<file path="src/rtl/pair_diff_detector.sv">
// pair_diff_detector
// Consumes the far/near taps of the 7-deep pixel shift register, thresholds
// |p_near - p_far|, reports one feature pulse per qualifying run of
// above-threshold samples and a per-line feature count on line close.
// Optional feature macro: PAIR_DIFF_DIR_EN adds the 'dir' output and makes a
// run continue only while the sign of the difference is unchanged.
module pair_diff_detector #(
    parameter int DW      = 8,
    parameter int PRIME   = 8,
    parameter int MIN_RUN = 3,
    parameter int CW      = 10,
    parameter int FCW     = 8
) (
    input  logic           clk,
    input  logic           reset,
    input  logic           in_valid,
    input  logic           line_start,
    input  logic           line_end,
    input  logic [DW-1:0]  thresh,
    input  logic [DW-1:0]  p_far,
    input  logic [DW-1:0]  p_near,
    output logic           out_valid,
    output logic [DW-1:0]  diff,
    output logic           above,
    output logic           feat,
    output logic [CW-1:0]  feat_col,
    output logic           line_done,
    output logic [FCW-1:0] line_feat_cnt
`ifdef PAIR_DIFF_DIR_EN
    ,
    output logic           dir
`endif
);

    typedef enum logic [1:0] {
        ST_IDLE  = 2'd0,
        ST_PRIME = 2'd1,
        ST_RUN   = 2'd2
    } state_t;

    // Index of the last discarded sample; 0 means the start sample alone primes.
    localparam logic [7:0]     PRIME_LAST = 8'(PRIME - 1);
    localparam logic [3:0]     MIN_RUN_C  = 4'(MIN_RUN);
    localparam logic [3:0]     MIN_RUN_M1 = 4'(MIN_RUN - 1);
    localparam logic [CW-1:0]  COL_MAX    = {CW{1'b1}};
    localparam logic [FCW-1:0] FCNT_MAX   = {FCW{1'b1}};
    localparam logic [CW-1:0]  COL_ONE    = {{(CW-1){1'b0}}, 1'b1};
    localparam logic [FCW-1:0] FCNT_ONE   = {{(FCW-1){1'b0}}, 1'b1};

    // Magnitude of a - b, formed one bit wider so the sign is never lost.
    function automatic logic [DW-1:0] abs_diff(input logic [DW-1:0] a, input logic [DW-1:0] b);
        logic [DW:0] d;
        d = {1'b0, a} - {1'b0, b};
        if (d[DW]) begin
            d = (~d) + {{DW{1'b0}}, 1'b1};
        end else begin
            d = d;
        end
        return d[DW-1:0];
    endfunction

    state_t         state_q, state_d;
    logic [7:0]     prime_cnt_q, prime_cnt_d;
    logic [CW-1:0]  col_q, col_d;
    logic [3:0]     run_q, run_d;
    logic [FCW-1:0] fcnt_q, fcnt_d;

    logic           out_valid_q, out_valid_d;
    logic [DW-1:0]  diff_q, diff_d;
    logic           above_q, above_d;
    logic           feat_q, feat_d;
    logic [CW-1:0]  feat_col_q, feat_col_d;
    logic           line_done_q, line_done_d;
    logic [FCW-1:0] line_feat_cnt_q, line_feat_cnt_d;

    logic           start_s, close_s, accept_s, above_s, restart_s, feat_s;
    logic [DW-1:0]  diff_s;
    logic [3:0]     base_s;
    logic [FCW-1:0] fcnt_inc_s;

`ifdef PAIR_DIFF_DIR_EN
    logic           dir_s;
    logic           run_dir_q, run_dir_d;
    logic           dir_q, dir_d;
`endif

    // Per-sample datapath: difference, threshold, run qualification, feature count.
    always_comb begin
        start_s  = in_valid & line_start;
        close_s  = line_end & (state_q != ST_IDLE);
        accept_s = in_valid & ~line_start & (state_q == ST_RUN);
        diff_s   = abs_diff(p_near, p_far);
        above_s  = (diff_s > thresh);
`ifdef PAIR_DIFF_DIR_EN
        dir_s = (p_near > p_far);
        // An above sample against the current run's direction begins a new run.
        if (above_s && (run_q != 4'd0) && (dir_s != run_dir_q)) begin
            restart_s = 1'b1;
        end else begin
            restart_s = 1'b0;
        end
`else
        restart_s = 1'b0;
`endif
        base_s = restart_s ? 4'd0 : run_q;
        feat_s = accept_s & above_s & (base_s == MIN_RUN_M1);
        if (feat_s && (fcnt_q != FCNT_MAX)) begin
            fcnt_inc_s = fcnt_q + FCNT_ONE;
        end else begin
            fcnt_inc_s = fcnt_q;
        end
    end

    // Line state machine plus prime, column, run and feature counters.
    always_comb begin
        state_d     = state_q;
        prime_cnt_d = prime_cnt_q;
        col_d       = col_q;
        run_d       = run_q;
        fcnt_d      = fcnt_inc_s;
`ifdef PAIR_DIFF_DIR_EN
        run_dir_d   = run_dir_q;
`endif
        if (start_s) begin
            // A start sample always opens a fresh line, whatever state we are in.
            state_d     = (PRIME_LAST == 8'd0) ? ST_RUN : ST_PRIME;
            prime_cnt_d = 8'd1;
            col_d       = {CW{1'b0}};
            run_d       = 4'd0;
            fcnt_d      = {FCW{1'b0}};
        end else begin
            case (state_q)
                ST_IDLE: begin
                    state_d = ST_IDLE;
                end
                ST_PRIME: begin
                    if (close_s) begin
                        state_d = ST_IDLE;
                    end else if (in_valid) begin
                        if (prime_cnt_q == PRIME_LAST) begin
                            state_d = ST_RUN;
                        end else begin
                            prime_cnt_d = prime_cnt_q + 8'd1;
                        end
                    end else begin
                        state_d = ST_PRIME;
                    end
                end
                ST_RUN: begin
                    if (accept_s) begin
                        if (col_q != COL_MAX) begin
                            col_d = col_q + COL_ONE;
                        end else begin
                            col_d = col_q;
                        end
                        if (above_s) begin
                            run_d = (base_s < MIN_RUN_C) ? (base_s + 4'd1) : base_s;
`ifdef PAIR_DIFF_DIR_EN
                            run_dir_d = dir_s;
`endif
                        end else begin
                            run_d = 4'd0;
                        end
                    end else begin
                        run_d = run_q;
                    end
                    if (close_s) begin
                        state_d = ST_IDLE;
                    end else begin
                        state_d = ST_RUN;
                    end
                end
                default: begin
                    state_d = ST_IDLE;
                end
            endcase
        end
    end

    // Next values of the registered outputs.
    always_comb begin
        out_valid_d = accept_s;
        diff_d      = accept_s ? diff_s : diff_q;
        above_d     = accept_s & above_s;
        feat_d      = feat_s;
        feat_col_d  = feat_s ? col_q : {CW{1'b0}};
        line_done_d = close_s;
        if (close_s) begin
            // Includes a feature completed by a sample accepted this same cycle.
            line_feat_cnt_d = fcnt_inc_s;
        end else begin
            line_feat_cnt_d = line_feat_cnt_q;
        end
`ifdef PAIR_DIFF_DIR_EN
        dir_d = accept_s & dir_s;
`endif
    end

    // State, counter and output registers.
    always_ff @(posedge clk or posedge reset) begin
        if (reset) begin
            state_q         <= ST_IDLE;
            prime_cnt_q     <= 8'd0;
            col_q           <= {CW{1'b0}};
            run_q           <= 4'd0;
            fcnt_q          <= {FCW{1'b0}};
            out_valid_q     <= 1'b0;
            diff_q          <= {DW{1'b0}};
            above_q         <= 1'b0;
            feat_q          <= 1'b0;
            feat_col_q      <= {CW{1'b0}};
            line_done_q     <= 1'b0;
            line_feat_cnt_q <= {FCW{1'b0}};
`ifdef PAIR_DIFF_DIR_EN
            run_dir_q       <= 1'b0;
            dir_q           <= 1'b0;
`endif
        end else begin
            state_q         <= state_d;
            prime_cnt_q     <= prime_cnt_d;
            col_q           <= col_d;
            run_q           <= run_d;
            fcnt_q          <= fcnt_d;
            out_valid_q     <= out_valid_d;
            diff_q          <= diff_d;
            above_q         <= above_d;
            feat_q          <= feat_d;
            feat_col_q      <= feat_col_d;
            line_done_q     <= line_done_d;
            line_feat_cnt_q <= line_feat_cnt_d;
`ifdef PAIR_DIFF_DIR_EN
            run_dir_q       <= run_dir_d;
            dir_q           <= dir_d;
`endif
        end
    end

    assign out_valid     = out_valid_q;
    assign diff          = diff_q;
    assign above         = above_q;
    assign feat          = feat_q;
    assign feat_col      = feat_col_q;
    assign line_done     = line_done_q;
    assign line_feat_cnt = line_feat_cnt_q;
`ifdef PAIR_DIFF_DIR_EN
    assign dir           = dir_q;
`endif

endmodule

</file>
<file path="config.mk">
export PLATFORM = sky130hd
export DESIGN_NAME = pair_diff_detector
export DESIGN_NICKNAME = d
export VERILOG_FILES = /design/src/rtl/pair_diff_detector.sv
export SDC_FILE = /design/constraint.sdc
export NUM_CORES = 1
export LEC_CHECK = 0
export BUFFER_PORTS_ARGS = -buffer_cell sky130_fd_sc_hd__clkbuf_2
export CELL_PAD_IN_SITES_DETAIL_PLACEMENT = 0
export CELL_PAD_IN_SITES_GLOBAL_PLACEMENT = 1
export CORE_UTILIZATION = 28
export DETAILED_ROUTE_END_ITERATION = 12
export GPL_ROUTABILITY_DRIVEN = 0
export PLACE_DENSITY_LB_ADDON = 0.1
export SLEW_MARGIN = 20
export SYNTH_ARGS = -nofsm -noshare
export SYNTH_HDL_FRONTEND = slang
export SYNTH_SLANG_ARGS = --single-unit
</file>
<file path="constraint.sdc">
create_clock -name clk -period 2.8 [get_ports clk]
set_clock_uncertainty 0.2 [all_clocks]
set_input_delay 0.42 -clock clk [delete_from_list [all_inputs] [get_ports clk]]
set_output_delay 0.42 -clock clk [all_outputs]
set_load 0.005 [all_outputs]
</file>
**Word level (Yosys, flattened, before mapping)**

Cells that the tools add are included.

- Memory bits (writable): 0
- Input bits: 29
- Latch bits: 0
- Memory bits (read-only): 0
- Memories: 0
- Register bits after elaboration: 62
- Output and inout bits: 30

- $add $sub $neg: 6
- Div/mod/pow operators: 0
- Eq/ne operators: 10
- Muxes and demuxes: 24
- Multipliers: 0
- Reductions and logical operators: 10
- Bitwise operators: 8
- Shift operators: 0
- $lt $le $gt $ge: 2

Operator list:

| kind | count |
|---|---|
| 2-to-1 mux 8 bit | 8 |
| 2-to-1 mux 10 bit | 5 |
| adder 8 x 1 -> 8 bit (second input constant) | 3 |
| 2-to-1 mux 4 bit | 5 |
| nonzero test 2 bit | 6 |
| adder 10 x 1 -> 10 bit (second input constant) | 1 |
| 2-to-1 mux 2 bit | 5 |
| != test 10 bit (second input constant) | 1 |
| subtractor 8 x 8 -> 9 bit | 1 |
| == test 8 x 3 -> 1 bit (second input constant) | 1 |
| greater-than comparator 8 bit | 1 |
| != test 8 bit (second input constant) | 1 |
| NOT 8 bit | 1 |
| AND 1 bit | 6 |
| AND reduction 3 bit | 2 |
| != test 5 bit (second input constant) | 1 |
| adder 4 x 1 -> 4 bit (second input constant) | 1 |
| == test 4 x 2 -> 1 bit (second input constant) | 1 |
| < comparator 4 x 2 -> 1 bit (second input constant) | 1 |
| case mux 2 bit (2 select lines) | 1 |
| AND reduction 4 bit | 1 |
| != test 3 x 2 -> 1 bit (second input constant) | 1 |
| == test 2 x 1 -> 1 bit (second input constant) | 1 |
| == test 2 bit (second input constant) | 1 |
| 4 further kinds | 4 |

**Logic depth before layout (Yosys ltp)**

Gate-level depths: netlist of run 1.

- Depth after elaboration: 10
- Depth in mapped cells: 18

**Least setup slack after synthesis of run 1**

No wires, ideal clock.

- Path type: in2reg
- From: in p_near[0]
- To: reg line_feat_cnt_q[4], in the netlist line_feat_cnt[4]
- Setup time: 82 ps
- Buffers on the path: 0
- Required time: 2518 ps
- Stages: 17
- Setup slack: -1353 ps
- Data arrival time: 3871 ps
- Path through: inv_1 > ha_1 > inv_1 > fa_1 > xnor2_1 > and3_1 > o21ai_0 > a2111o_1 > a21oi_1 > nor2_1 > ha_1 > nand4_1 > nor2_1 > a211o_1 > a21bo_2 > or4_1 > a31oi_1

- Word-level cells in the longest chain between the ends: 9

Ends and longest elaborated chain:

| what | line | source |
|---|---|---|
| from (decl) | 21 | `input logic [DW-1:0] p_near,` |
| subtractor 8 x 8 -> 9 bit * | 53 | `d = {1'b0, a} - {1'b0, b};` |
| NOT 8 bit | 55 | `d = (~d) + {{DW{1'b0}}, 1'b1};` |
| adder 8 x 1 -> 8 bit | 55 |  |
| 2-to-1 mux 8 bit * | 54 | `if (d[DW]) begin` |
| net diff_s[7] | 77 | `logic [DW-1:0] diff_s;` |
| greater-than comparator 8 bit * | 93 | `above_s = (diff_s > thresh);` |
| AND 1 bit * (2 in series) | 106 | `feat_s = accept_s & above_s & (base_s == MIN_RUN_M1);` |
| logical AND 1 bit * | 107 | `if (feat_s && (fcnt_q != FCNT_MAX)) begin` |
| 2-to-1 mux 8 bit * | 107 |  |
| to (signal assigned) | 213 | `line_feat_cnt_q <= {FCW{1'b0}};` |
| to (signal assigned) | 230 | `line_feat_cnt_q <= line_feat_cnt_d;` |
| to (decl) | 74 | `logic [FCW-1:0] line_feat_cnt_q, line_feat_cnt_d;` |

Mark *: on every way through the listed nets, which the timed path passes. The rest lies on a longest branch.
A chain may end at the register's enable or synchronous reset.

**Worst setup path in the final report of run 1**

- From: in p_near[0]
- To: reg line_feat_cnt_q[7], in the netlist line_feat_cnt[7]

Same word-level chain as after synthesis.

==> results of run 1 <==
[area by class of cell]
type	count	area [um^2]
Tap cell	168	210
Fill cell	1243	7140
Sequential cell	62	1550
Timing Repair Buffer	111	731
Inverter	31	131
Clock buffer	11	243
Multi-Input combinational cell	256	1990
Clock inverter	5	58.8
[flip-flops by register name, summed over array words and instances, names as in the netlist]
signal	count
col_q	10
feat_col	10
diff	8
fcnt_q	8
line_feat_cnt	8
prime_cnt_q	8
base_s	4
state_q	2
above	1
feat	1
line_done	1
out_valid	1
[kinds of logic after synthesis]
| group | Yosys count |
|---|---|
| compound gates | 69 |
| xor+xnor | 21 |
| fa+ha+maj | 26 |
| buf+inv | 39 |
| flops | 62 |
| mux | 9 |
| simple gates | 131 |
[Yosys cell counts, drive strengths merged (2+ instances only)]
cell type / number / area, um^2
and3: 6 / 42.5
o31ai: 6 / 50.1
clkbuf: 6 / 22.5
or3: 7 / 48.8
nand3: 9 / 45.0
nor2: 35 / 131
nand4: 8 / 50.1
nor2b: 2 / 12.5
and4: 2 / 17.5
o311ai: 2 / 17.5
or4: 5 / 41.3
inv: 30 / 113
nand3b: 2 / 27.5
ha: 25 / 313
mux2: 6 / 67.6
nor4: 3 / 18.8
o21ai: 16 / 80.1
nor3: 4 / 20.0
a21bo: 2 / 20.0
nand2: 29 / 109
and2: 14 / 87.6
dfrtp: 62 / 1550
xnor2: 10 / 87.6
mux2i: 3 / 30.0
nand2b: 2 / 12.5
xor2: 11 / 96.3
a31oi: 9 / 56.3
buf: 2 / 18.8
a21oi: 22 / 114
[power groups by stage]
stage	Clock, W	Combinational (W)	Sequential [W]
after floorplan	0	0.000322	0.00101
after global placement	0	0.000606	0.00101
after detailed placement	0	0.000611	0.00102
after CTS	0.00115	0.000643	0.00100
after global routing	0.00119	0.000753	0.00101
final	0.00110	0.000663	0.000997
[worst register-to-register path: cells and delay by family, from the launching register on]
family | cells | cell delay [ps]
buffers and inverters | 2 | 240
adder cells (fa/ha/maj) | 1 | 210
AND/OR/NAND/NOR | 3 | 750
AO/OA/AOI/OAI | 2 | 460
flip-flops | 1 | 390
[timing repair]
action / CTS / global route
hold buffers: 1 / 0
setup endpoints to repair: 32 / 32
resized for setup: 17 / 13
pin swaps: 17 / 17
hold endpoints to repair: 8 / 0
setup buffers: 3 / 2
[through the flow]
step           setup TNS, ps  worst slack [ps]  instance area [um^2]  power, W  std cells
2_1_floorplan         -27430             -1090                  3570   0.00133        357
3_3_place_gp          -42810             -1440                  4390   0.00162        622
3_5_place_dp          -44740             -1500                  4390   0.00163        622
4_1_cts               -32280             -1100                  4810   0.00279        642
5_1_grt               -37310             -1230                  4920   0.00295        644
6_report              -30890             -1090                  4920   0.00276        644
[metal layers]
metal | vias up | global-route usage, % | wire length (um)
met5 | - | 0 | 0
met4 | 0 | 3.95 | 56
met3 | 4 | 3.61 | 267
met2 | 37 | 20.4 | 3540
met1 | 1301 | 18.6 | 4020
li1 | 1482 | - | -
[worst max-delay path by stage]
stage / slack [ps] / start / cells past startpoint / endpoint
after floorplan: -1090 / p_near[0] / 17 / line_feat_cnt[3]$_DFFE_PP0P_
after global placement: -1440 / p_near[0] / 18 / line_feat_cnt[3]$_DFFE_PP0P_
after detailed placement: -1500 / p_near[0] / 19 / line_feat_cnt[0]$_DFFE_PP0P_
after CTS: -1100 / p_near[0] / 19 / line_feat_cnt[0]$_DFFE_PP0P_
after global routing: -1230 / p_near[0] / 18 / line_feat_cnt[7]$_DFFE_PP0P_
final: -1090 / p_near[0] / 18 / line_feat_cnt[7]$_DFFE_PP0P_
==> impl_metrics.tcl, run 1 <==
set metrics [dict create \
    r2r_setup_slack_ps 480 \
    min_from "line_feat_cnt[6]$_DFFE_PP0P_" \
    cts_tree "yes" \
    io_pins 59 \
    synth_xor_xnor_area_share_pct 5.29 \
    overflow 0 \
    syn_to_final_growth_pct 41.4 \
    diodes 0 \
    core_area_mm2 0.0121 \
    wirelength_um 7890 \
    period_share_pct 139 \
    grt_pass1_wl_um 13600 \
    required_ps 2840 \
    cap_violations 0 \
    slew_headroom_pct 57.5 \
    first_iter_violations 111 \
    grt.total_usage_pct 13.4 \
    synth_simple_gate_area_share_pct 20.0 \
    wl_per_cell_um 12.2 \
    cp.arrival_ps 3930 \
    ir_drop_mv 0.228 \
    vias 2824 \
    die_h_um 113 \
    min_period_ps 3890 \
    die_w_um 113 \
    drc_errors 0 \
    fmax_ghz 0.257 \
    cts.sink_count 62 \
    crit_chain "clkbuf_16 > inv_12 > ha_4 > inv_2 > fa_2 > a21oi_2 > o211a_1 > xnor2_2 > a2111o_1 > a21oi_2 > nor2_4 > ha_4 > nand4_1 > a211o_1 > a21bo_4 > buf_4 > or3_4 > a31oi_4" \
    worst_setup_path_end_kind "register" \
    p_seq_share_pct 36.1 \
    clk_pin_slew_ps 50 \
    synth_top_family_by_area "simple AND/OR/NAND/NOR gates" \
    worst_pin_slew_ps 636 \
    vias_per_cell 4.39 \
    syn_area_mm2 0.00348 \
    hp-class "register to register" \
    fin_util_pct 40.8 \
    violations "negative setup slack" \
    status "complete, but fails checks" \
    htree_levels 3 \
    dieArea_mm2 0.0129 \
    port_buffers 58 \
    drv_slew 0 \
    syn_area_per_cell_um2 9.75 \
    start_kind "primary input" \
    synth_cell_types 53 \
    hold_path_end "line_feat_cnt[6]$_DFFE_PP0P_" \
    clockBufferDepth 2 \
    synthAdderAreaFrac_pct 9.56 \
    dp.final_hpwl_um 5990 \
    max_stage_delay_ps 430 \
    layout-drive-gt1-share_pct 37.0 \
    synthFlopType "dfrtp_1" \
    synth_warnings 0 \
    p_switching_w 0.000739 \
    crit_buf_inv 4 \
    p_int_w 0.00202 \
    hold_ws_ps 281 \
    yosysSeqAreaShare_pct 44.6 \
    start_util_pct 28.8 \
    grt_max_degree 36 \
    hold_viol 0 \
    cts_made_buffers 9 \
    layout.nets 526 \
    synth_edf_count 0 \
    synth-seq-cells 62 \
    syn_inst 357 \
    crit_type "primary input to register" \
    r2r_cells 8 \
    powerDensity_mw_per_mm2 562 \
    regToRegStartpoint "state_q[0]$_DFFE_PP0P_" \
    slowest_stage "a2111o_1" \
    ant_nets 0 \
    switching_share_pct 26.7 \
    synth_compound_area_share_pct 13.3 \
    hold_depth 2 \
    dr.pass1.iters 4 \
    synth_nets 412 \
    synth.mux.area_fraction_pct 2.80 \
    rsz0062_at_grt "yes" \
    antenna_found_initial 0 \
    worst_slack_ps -1090 \
    layout_common_cells "dfrtp_1, clkbuf_2, buf_4, nor2_1, nand2_1" \
    comb_power_share_pct 24.0 \
    setup_viol 32 \
    power.leakage_nw 2.35 \
    root_buffer "clkbuf_16" \
    row_count 40 \
    clock_latency_ps 320 \
    p_clk_share_pct 39.9 \
    critical-path-top-delay-family "compound AO/OA/AOI/OAI gates" \
    ys_async_sr_fraction_pct 100 \
    layout_commonest_cell "dfrtp_1" \
    rr_endpoint "line_feat_cnt[7]$_DFFE_PP0P_" \
    path_max_fanout 7 \
    grt_pass1_vias 2866 \
]
No activity file was read; power rests on OpenSTA's default activity.
==> inputs of run 2 (changes only) <==
--- a/config.mk
+++ b/config.mk
@@ -8,6 +8,7 @@
 export BUFFER_PORTS_ARGS = -buffer_cell sky130_fd_sc_hd__clkbuf_2
 export CELL_PAD_IN_SITES_DETAIL_PLACEMENT = 0
 export CELL_PAD_IN_SITES_GLOBAL_PLACEMENT = 1
+export CORE_MARGIN = 4
 export CORE_UTILIZATION = 28
 export DETAILED_ROUTE_END_ITERATION = 12
 export GPL_ROUTABILITY_DRIVEN = 0
==> constraint.sdc (replaced) <==
create_clock -name clk -period 3.5 [get_ports clk]
set_clock_uncertainty 0.2 [all_clocks]
set_input_delay 0.525 -clock clk [delete_from_list [all_inputs] [get_ports clk]]
set_output_delay 0.525 -clock clk [all_outputs]
set_load 0.005 [all_outputs]
==> impl_metrics.tcl, run 2 (synthesized netlist as in run 1, its figures left out) <==
set metrics [dict create \
    status "complete, but fails checks" \
    violations "negative setup slack" \
    worst_slack_ps -513 \
    final_cell_count_no_fill 643 \
    dieArea_mm2 0.0143 \
    wirelength_um 8360 \
    grt_max_degree 33 \
    r2r_cells 7 \
    first_iter_violations 98 \
    ir_drop_mv 0.166 \
    htree_levels 3 \
    start_util_pct 28.7 \
    layout_commonest_cell "dfrtp_1" \
    slew_headroom_pct 36.0 \
    core_area_mm2 0.0121 \
    place_ws_ps -908 \
    antenna_found_initial 0 \
    diodes 0 \
    worst_setup_path_end_kind "register" \
    wl_per_cell_um 13.0 \
    period_share_pct 115 \
    io_pins 59 \
    rsz0062_at_grt "yes" \
    clk_pin_slew_ps 50 \
    rr_endpoint "fcnt_q[3]$_DFF_PP0_" \
    power.leakage_nw 2.36 \
    grt_pass1_wl_um 14300 \
    critical-path-top-delay-family "simple AND/OR/NAND/NOR gates" \
    layout-drive-gt1-share_pct 39.4 \
    finalInstanceArea_mm2 0.00496 \
    ant_nets 0 \
    vias_per_cell 4.51 \
    die_h_um 119 \
    grt.total_usage_pct 12.5 \
    powerDensity_mw_per_mm2 470 \
    syn_to_final_growth_pct 42.7 \
    clockBufferDepth 2 \
    hold_ws_ps 95.4 \
    placed_area_mm2 0.00435 \
    cp.arrival_ps 4050 \
    die_w_um 119 \
    hp-class "primary input to asynchronous set/reset pin" \
    port_buffers 58 \
    max_stage_delay_ps 470 \
    overflow 0 \
    r2r_setup_slack_ps 980 \
    clock_latency_ps 330 \
    drv_slew 0 \
    min_period_ps 4010 \
    dp.cells 617 \
    cts.sink_count 62 \
    required_ps 3540 \
    crit_chain "buf_4 > ha_4 > nor2b_4 > o2111a_2 > or3_4 > a2111o_1 > a21oi_2 > nor2_4 > ha_4 > nand4_1 > nor2_1 > a211o_1 > buf_4 > and2_4 > or4_1 > a21oi_1" \
    hold_viol 0 \
    row_count 40 \
    root_buffer "clkbuf_16" \
    dr.pass1.iters 4 \
    vias 2900 \
    cap_violations 0 \
    layout_common_cells "dfrtp_1, clkbuf_2, buf_4, nor2_1, nand2_1" \
    crit_type "primary input to register" \
    fmax_ghz 0.249 \
    drc_errors 0 \
    crit_buf_inv 2 \
    cts_made_buffers 9 \
    setup_tns_ps -12690 \
    cts_tree "yes" \
    setup_viol 32 \
    grt_pass1_vias 3017 \
    start_kind "primary input" \
    slowest_stage "or4_1" \
    regToRegStartpoint "state_q[0]$_DFFE_PP0P_" \
    worst_pin_slew_ps 959 \
    hold_buffers 0 \
    path_max_fanout 4 \
    dp.final_hpwl_um 6130 \
    layout.nets 526 \
]
## run 2: where the power goes
part	switching, W	total [W]	leakage, nW	internal, W
sequential	0.0000296	0.000797	0.841	0.000767
combinational	0.000263	0.000564	1.36	0.000301
clock	0.000312	0.000970	0.155	0.000658
total	0.000605	0.00233	2.36	0.00173
## run 2: metal layers
layer / vias up / global-route usage [%] / share of wire, %
met3: 10 / 3.80 / 3.9
met2: 40 / 19.7 / 46
li1: 1482 / - / -
met5: - / 0 / 0
met1: 1368 / 16.0 / 49
met4: 0 / 4.80 / 1.4
## run 2: worst max-delay path by stage
stage                         start                      endpoint  slack, ps  cells after the start
after CTS                 p_near[0]  line_feat_cnt[3]$_DFFE_PP0P_       -480                     18
after global placement    p_near[0]  line_feat_cnt[3]$_DFFE_PP0P_       -880                     18
after floorplan           p_near[0]  line_feat_cnt[3]$_DFFE_PP0P_       -490                     17
after detailed placement  p_near[0]  line_feat_cnt[3]$_DFFE_PP0P_       -910                     18
after global routing      p_near[0]  line_feat_cnt[3]$_DFFE_PP0P_       -650                     18
final                     p_near[1]         base_s[1]$_DFFE_PP0P_       -510                     16
## run 2: metrics by stage
stage | total power [W] | util [%]
after floorplan | 0.00107 | -
after global placement | 0.00130 | 36.0
after detailed placement | 0.00130 | 36.0
after CTS | 0.00233 | 39.8
after global routing | 0.00247 | 41.0
final | 0.00233 | 41.0
## run 2: final cells by class
type	count	area, um^2
flip-flops and latches	62	1550
well taps	168	210
clock buffers	12	256
repair buffers	111	723
clock inverters	3	67.6
multi-input cells	256	2020
fillers	1218	7150
inverters	31	134
## run 2: timing repair
item,4_1_cts,5_1_grt
resized for setup,24,23
endpoints found under the setup margin,32,32
buffers inserted,5,6
pin swaps,17,14
